$ cat config.mk
export PLATFORM = sky130hd
export DESIGN_NAME = vending_machine
export DESIGN_NICKNAME = d
export VERILOG_FILES = /design/src/rtl/vending_machine_pkg.sv /design/src/rtl/vending_machine.sv
export SDC_FILE = /design/constraint.sdc
export NUM_CORES = 1
export LEC_CHECK = 0
export BUFFER_PORTS_ARGS = -buffer_cell sky130_fd_sc_hd__clkbuf_2
export CAP_MARGIN = 5
export CORE_AREA = 4 4 41 43
export DETAILED_ROUTE_END_ITERATION = 16
export DIE_AREA = 0 0 45 47
export GPL_TIMING_DRIVEN = 0
export RECOVER_POWER = 100
export REMOVE_ABC_BUFFERS = 1
export SLEW_MARGIN = 40
export SYNTH_ARGS = -nofsm -noshare
export SYNTH_HDL_FRONTEND = slang
export SYNTH_SLANG_ARGS = --single-unit
$ cat constraint.sdc
create_clock -name clk -period 1.4 [get_ports clk]
set_input_delay 0.07 -clock clk [delete_from_list [all_inputs] [get_ports clk]]
set_output_delay 0.07 -clock clk [all_outputs]
set_load 0.005 [all_outputs]
$ cat src/rtl/vending_machine_pkg.sv
// Shared types for the 15c vending controller: credit state encoding and coin codes.
package vending_machine_pkg;

  typedef enum logic [1:0] {
    S0        = 2'b00,
    S5        = 2'b01,
    S10       = 2'b10,
    S_ILLEGAL = 2'b11
  } state_e;

  localparam logic [1:0] NONE   = 2'b00;
  localparam logic [1:0] NICKEL = 2'b01;
  localparam logic [1:0] DIME   = 2'b10;

endpackage

$ cat src/rtl/vending_machine.sv
// Coin-operated vending FSM: tracks 0/5/10c credit, pulses dispense at >=15c and change at 20c.
module vending_machine
  import vending_machine_pkg::*;
(
  input  logic       clk,
  input  logic       rst,
  input  logic [1:0] money,
  output logic       dispense,
  output logic       change,
  output logic [1:0] current_state
);

  state_e state_q, state_d;
  logic   dispense_q, dispense_d;
  logic   change_q, change_d;

  // Invalid coin code 11 falls into the default arms and behaves like no coin.
  always_comb begin
    state_d    = state_q;
    dispense_d = 1'b0;
    change_d   = 1'b0;
    case (state_q)
      S0: begin
        case (money)
          NICKEL:  state_d = S5;
          DIME:    state_d = S10;
          default: state_d = S0;
        endcase
      end
      S5: begin
        case (money)
          NICKEL: state_d = S10;
          DIME: begin
            state_d    = S0;
            dispense_d = 1'b1;
          end
          default: state_d = S5;
        endcase
      end
      S10: begin
        case (money)
          NICKEL: begin
            state_d    = S0;
            dispense_d = 1'b1;
          end
          DIME: begin
            state_d    = S0;
            dispense_d = 1'b1;
            change_d   = 1'b1;
          end
          default: state_d = S10;
        endcase
      end
      default: state_d = S0;
    endcase
  end

  always_ff @(posedge clk or negedge rst) begin
    if (!rst) begin
      state_q    <= S0;
      dispense_q <= 1'b0;
      change_q   <= 1'b0;
    end else begin
      state_q    <= state_d;
      dispense_q <= dispense_d;
      change_q   <= change_d;
    end
  end

  assign current_state = state_q;
  assign dispense      = dispense_q;
  assign change        = change_q;

endmodule

## Word-level counts from Yosys, hierarchy flattened

Cells that the tools add are included.

| storage, ports and cells | value |
|---|---|
| RAM bits | 0 |
| flip-flop bits (word level) | 4 |
| input port bits | 4 |
| memories kept | 0 |
| memory bits (read-only) | 0 |
| bits in latches | 0 |

| cells by class | value |
|---|---|
| bitwise gates (word level) | 0 |
| reduce and logical (&&, ||, !) cells | 2 |
| shifts and indexed selects | 0 |
| multipliers | 0 |
| add/sub/neg operators | 0 |
| equality and inequality tests | 4 |
| $lt $le $gt $ge | 0 |
| div/mod/pow operators | 0 |
| mux-type cells | 8 |

Operators with widths:

| cell | number |
|---|---|
| 2-bit one-hot mux with 2 select lines | 2 |
| 2-bit one-hot mux with 3 select lines | 1 |
| 2-bit by 1-bit == test with 1-bit output, second input constant | 2 |
| 2-bit == test, second input constant | 2 |
| 1-bit 2-to-1 mux | 3 |
| 2-bit zero test | 1 |
| 2-bit 2-to-1 mux | 1 |
| 1-bit one-hot mux with 2 select lines | 1 |
| 2-bit OR reduction | 1 |

## Logic depth before layout (Yosys ltp)

| logic depth | value |
|---|---|
| word-level depth | 4 |
| mapped depth | 4 |

## Worst setup path after synthesis

No wires, ideal clock.

| timing | value |
|---|---|
| kind | register to register |
| start point | register state_q[0] (netlist: current_state[0]) |
| end point | register state_q[1] (netlist: current_state[1]) |
| arrival time | 1,013 ps |
| required time | 1,272 ps |
| stages on the path, launching flop included | 5 |
| slack | 259 ps |
| library setup time | 128 ps |
| clock period less this slack | 1,141 ps |
| cells stage by stage | dfrtp_1 > inv_1 > ha_1 > a222oi_1 > nor2_1 |

| on the way | value |
|---|---|
| longest elaborated chain between the ends | 2 |
| elaborated cells between the ends (all ways) | 4 |
| classes of those cells | eq/ne (2); mux (1); reduce/logical (1) |

Ends and longest elaborated chain:

| element | RTL line | RTL |
|---|---|---|
| start: declaration | vending_machine.sv:13 | `state_e state_q, state_d;` |
| start signal: assignment | vending_machine.sv:64 | `state_q <= state_d;` |
| 2-bit == test, or another cell as far along | vending_machine.sv:22 | `case (state_q)` |
| 2-bit one-hot mux with 3 select lines * | vending_machine.sv:22 |  |
| via state_d[1] | vending_machine.sv:13 |  |

The timed path passes the listed nets; every way through them passes the cells marked *.

## Worst setup path after layout

Same ends and word-level chain as after synthesis.

==> metrics.yaml <==
cts_tree: "built"
avgSynthCellArea_um2: 10.9
die_w_um: 45
numCtsBuffers: 3
synth_compound_area_share_pct: 9.95
num_rows: 13
muxShareOfSynthArea_pct: 0
fin_total_pwr_w: 0.000514
hold_viol: 0
yosys.area_share.adder_pct: 34.8
cts_hold_buffers: 1
root_buffer: "clkbuf_4"
outcome: "completed"
crit_required_ns: 1.50
gp_congestion: 0.646
grt_pass1_wl_um: 724
worst_setup_path_start_kind: "register"
track_usage_pct: 4.98
relSlewSlack_pct: 80.7
fin_setup_tns_ns: 0
mostFrequentLayoutCells: "ha_1 (7), clkbuf_2 (5), inv_1 (4), dfrtp_1 (4), clkbuf_4 (3)"
clkLatencyLatePin_ns: 0.23
syn_inst: 23
power_density_mw_per_mm2: 1530
routed_wirelength_um: 451
dr.first_iter.drc_count: 10
synthToLayoutAreaGrowth_pct: 33.3
arrival_ns: 1.32
antenna_found_initial: 0
wl_per_cell_um: 9.20
p_leak_nw: 0.182
design.core.area_mm2: 0.00130
htree_levels: 1
rsz0062_at_grt: "no"
io_pins: 8
firstDrtPassIters: 4
yosysWarnings: 0
ctsResizeCount: 0
p_int_w: 0.000340
finalCritPeriodShare_pct: 87.4
cts_sinks: 4
power_frac_seq_pct: 36.2
layout.nets: 47
endpoint_kind: "register"
via_per_inst: 4.14
drc_errors: 0
criticalPathCategory: "register to register"
path_clk_slew_ns: 0.04
p_switching_w: 0.000174
die_height_um: 47
fin_crit_ns: 1.22
swShare_pct: 33.9
fin_worst_skew_ns: 0.00374
ys_ff_latch: 4
vias: 203
synth.cell_area_um2: 251
synth_top_family_by_area: "adder cells"
synth.distinct_cells: 10
port_buffers: 7
synthXorXnorAreaFrac_pct: 0
start_util_pct: 19.3
die-area_mm2: 0.00212
tightest_slew_ns: 0.289
antenna_left: 0
diodes: 0
cts_buffer_depth: 2
postCtsSetupRepairBufs: 0
grt_max_degree: 5
synth-simple-area-share_pct: 9.45
seq_area_frac_synth_pct: 39.8
critPathMaxFanout: 4
setup_violations: 0
min_path_type: "input port to async pin"
drive_gt1_share_pct: 23.5
fmax_mhz: 818
final_max_slew_viol_count: 0
ir_drop_mv: 0.247
grt_pass1_vias: 211
combPwrFrac_pct: 37.0
gr-total-overflow: 0
max_cap_violations: 0
pwr-share-clk_pct: 26.8
final_common_cell: "ha_1"
## metal layers
metal | routed length [um] | track usage, %
met1 | 197 | 4.77
met2 | 211 | 8.47
met4 | 0 | 5.26
met3 | 42 | 1.15
met5 | 0 | 0
## worst max-delay path, stage by stage (launching register included)
cell      delay (ns)
dfrtp_1         0.39
inv_1           0.08
ha_1            0.21
a222oi_1        0.35
nor2_1          0.07
## worst paths after layout
check	startpoint	end	slack, ns	depth (start not counted)
max	current_state[0]	current_state[1]	0.18	4
min	rst	change	0.19	2
max reg2reg	current_state[0]	current_state[1]	0.18	4
min reg2reg	current_state[0]	current_state[1]	0.67	2
max in group asynchronous	rst	dispense	1.02	2
min in group clk	money[1]	change	0.26	3
## cell type report
class | instances | area [um^2]
clock buffers | 3 | 22.5
fillers | 153 | 966
inverters | 4 | 15.0
multi-input cells | 15 | 136
flip-flops and latches | 4 | 100
well taps | 15 | 18.8
repair buffers | 8 | 42.5
## sequential cells by signal, summed over array words and instances (netlist names)
| register | flops |
|---|---|
| current_state | 2 |
| change | 1 |
| dispense | 1 |
## stage by stage
step / worst slack, ns / instances / utilization (%) / cell area [um^2] / hold slack (ns)
after floorplan: 0.259 / 23 / - / 251 / -0.226
after CTS: 0.166 / 49 / 26.0 / 338 / 0.171
after detailed placement: 0.183 / 45 / 23.5 / 305 / -0.119
after global routing: 0.0848 / 49 / 25.8 / 335 / 0.222
final: 0.177 / 49 / 25.8 / 335 / 0.194
after global placement: 0.183 / 45 / 23.5 / 305 / -0.125
## cell families (layout without fill, tap and decap cells)
kind of cell    count (synthesis)  in the layout
fa+ha+maj                       7              7
simple gates                    5              5
flops                           4              4
buf+inv                         4             15
compound gates                  3              3
## cells in the mapped netlist
| library cell | n | area [um^2] |
|---|---|---|
| ha_1 | 7 | 87.6 |
| a22oi_1 | 1 | 7.51 |
| nand2_1 | 1 | 3.75 |
| dfrtp_1 | 4 | 100 |
| inv_1 | 4 | 15.0 |
| a222oi_1 | 1 | 10.0 |
| and2_1 | 1 | 6.26 |
| a21boi_0 | 1 | 7.51 |
| nor2_1 | 2 | 7.51 |
| nand2b_1 | 1 | 6.26 |
## power by group through the flow
stage	sequential [W]	combinational [W]	clock, W
after CTS	0.000188	0.000197	0.000144
after global routing	0.000193	0.000220	0.000148
after floorplan	0.000185	0.000114	0
final	0.000186	0.000190	0.000138
after detailed placement	0.000189	0.000194	0
after global placement	0.000184	0.000187	0
Power figures use the tool's default switching activity.
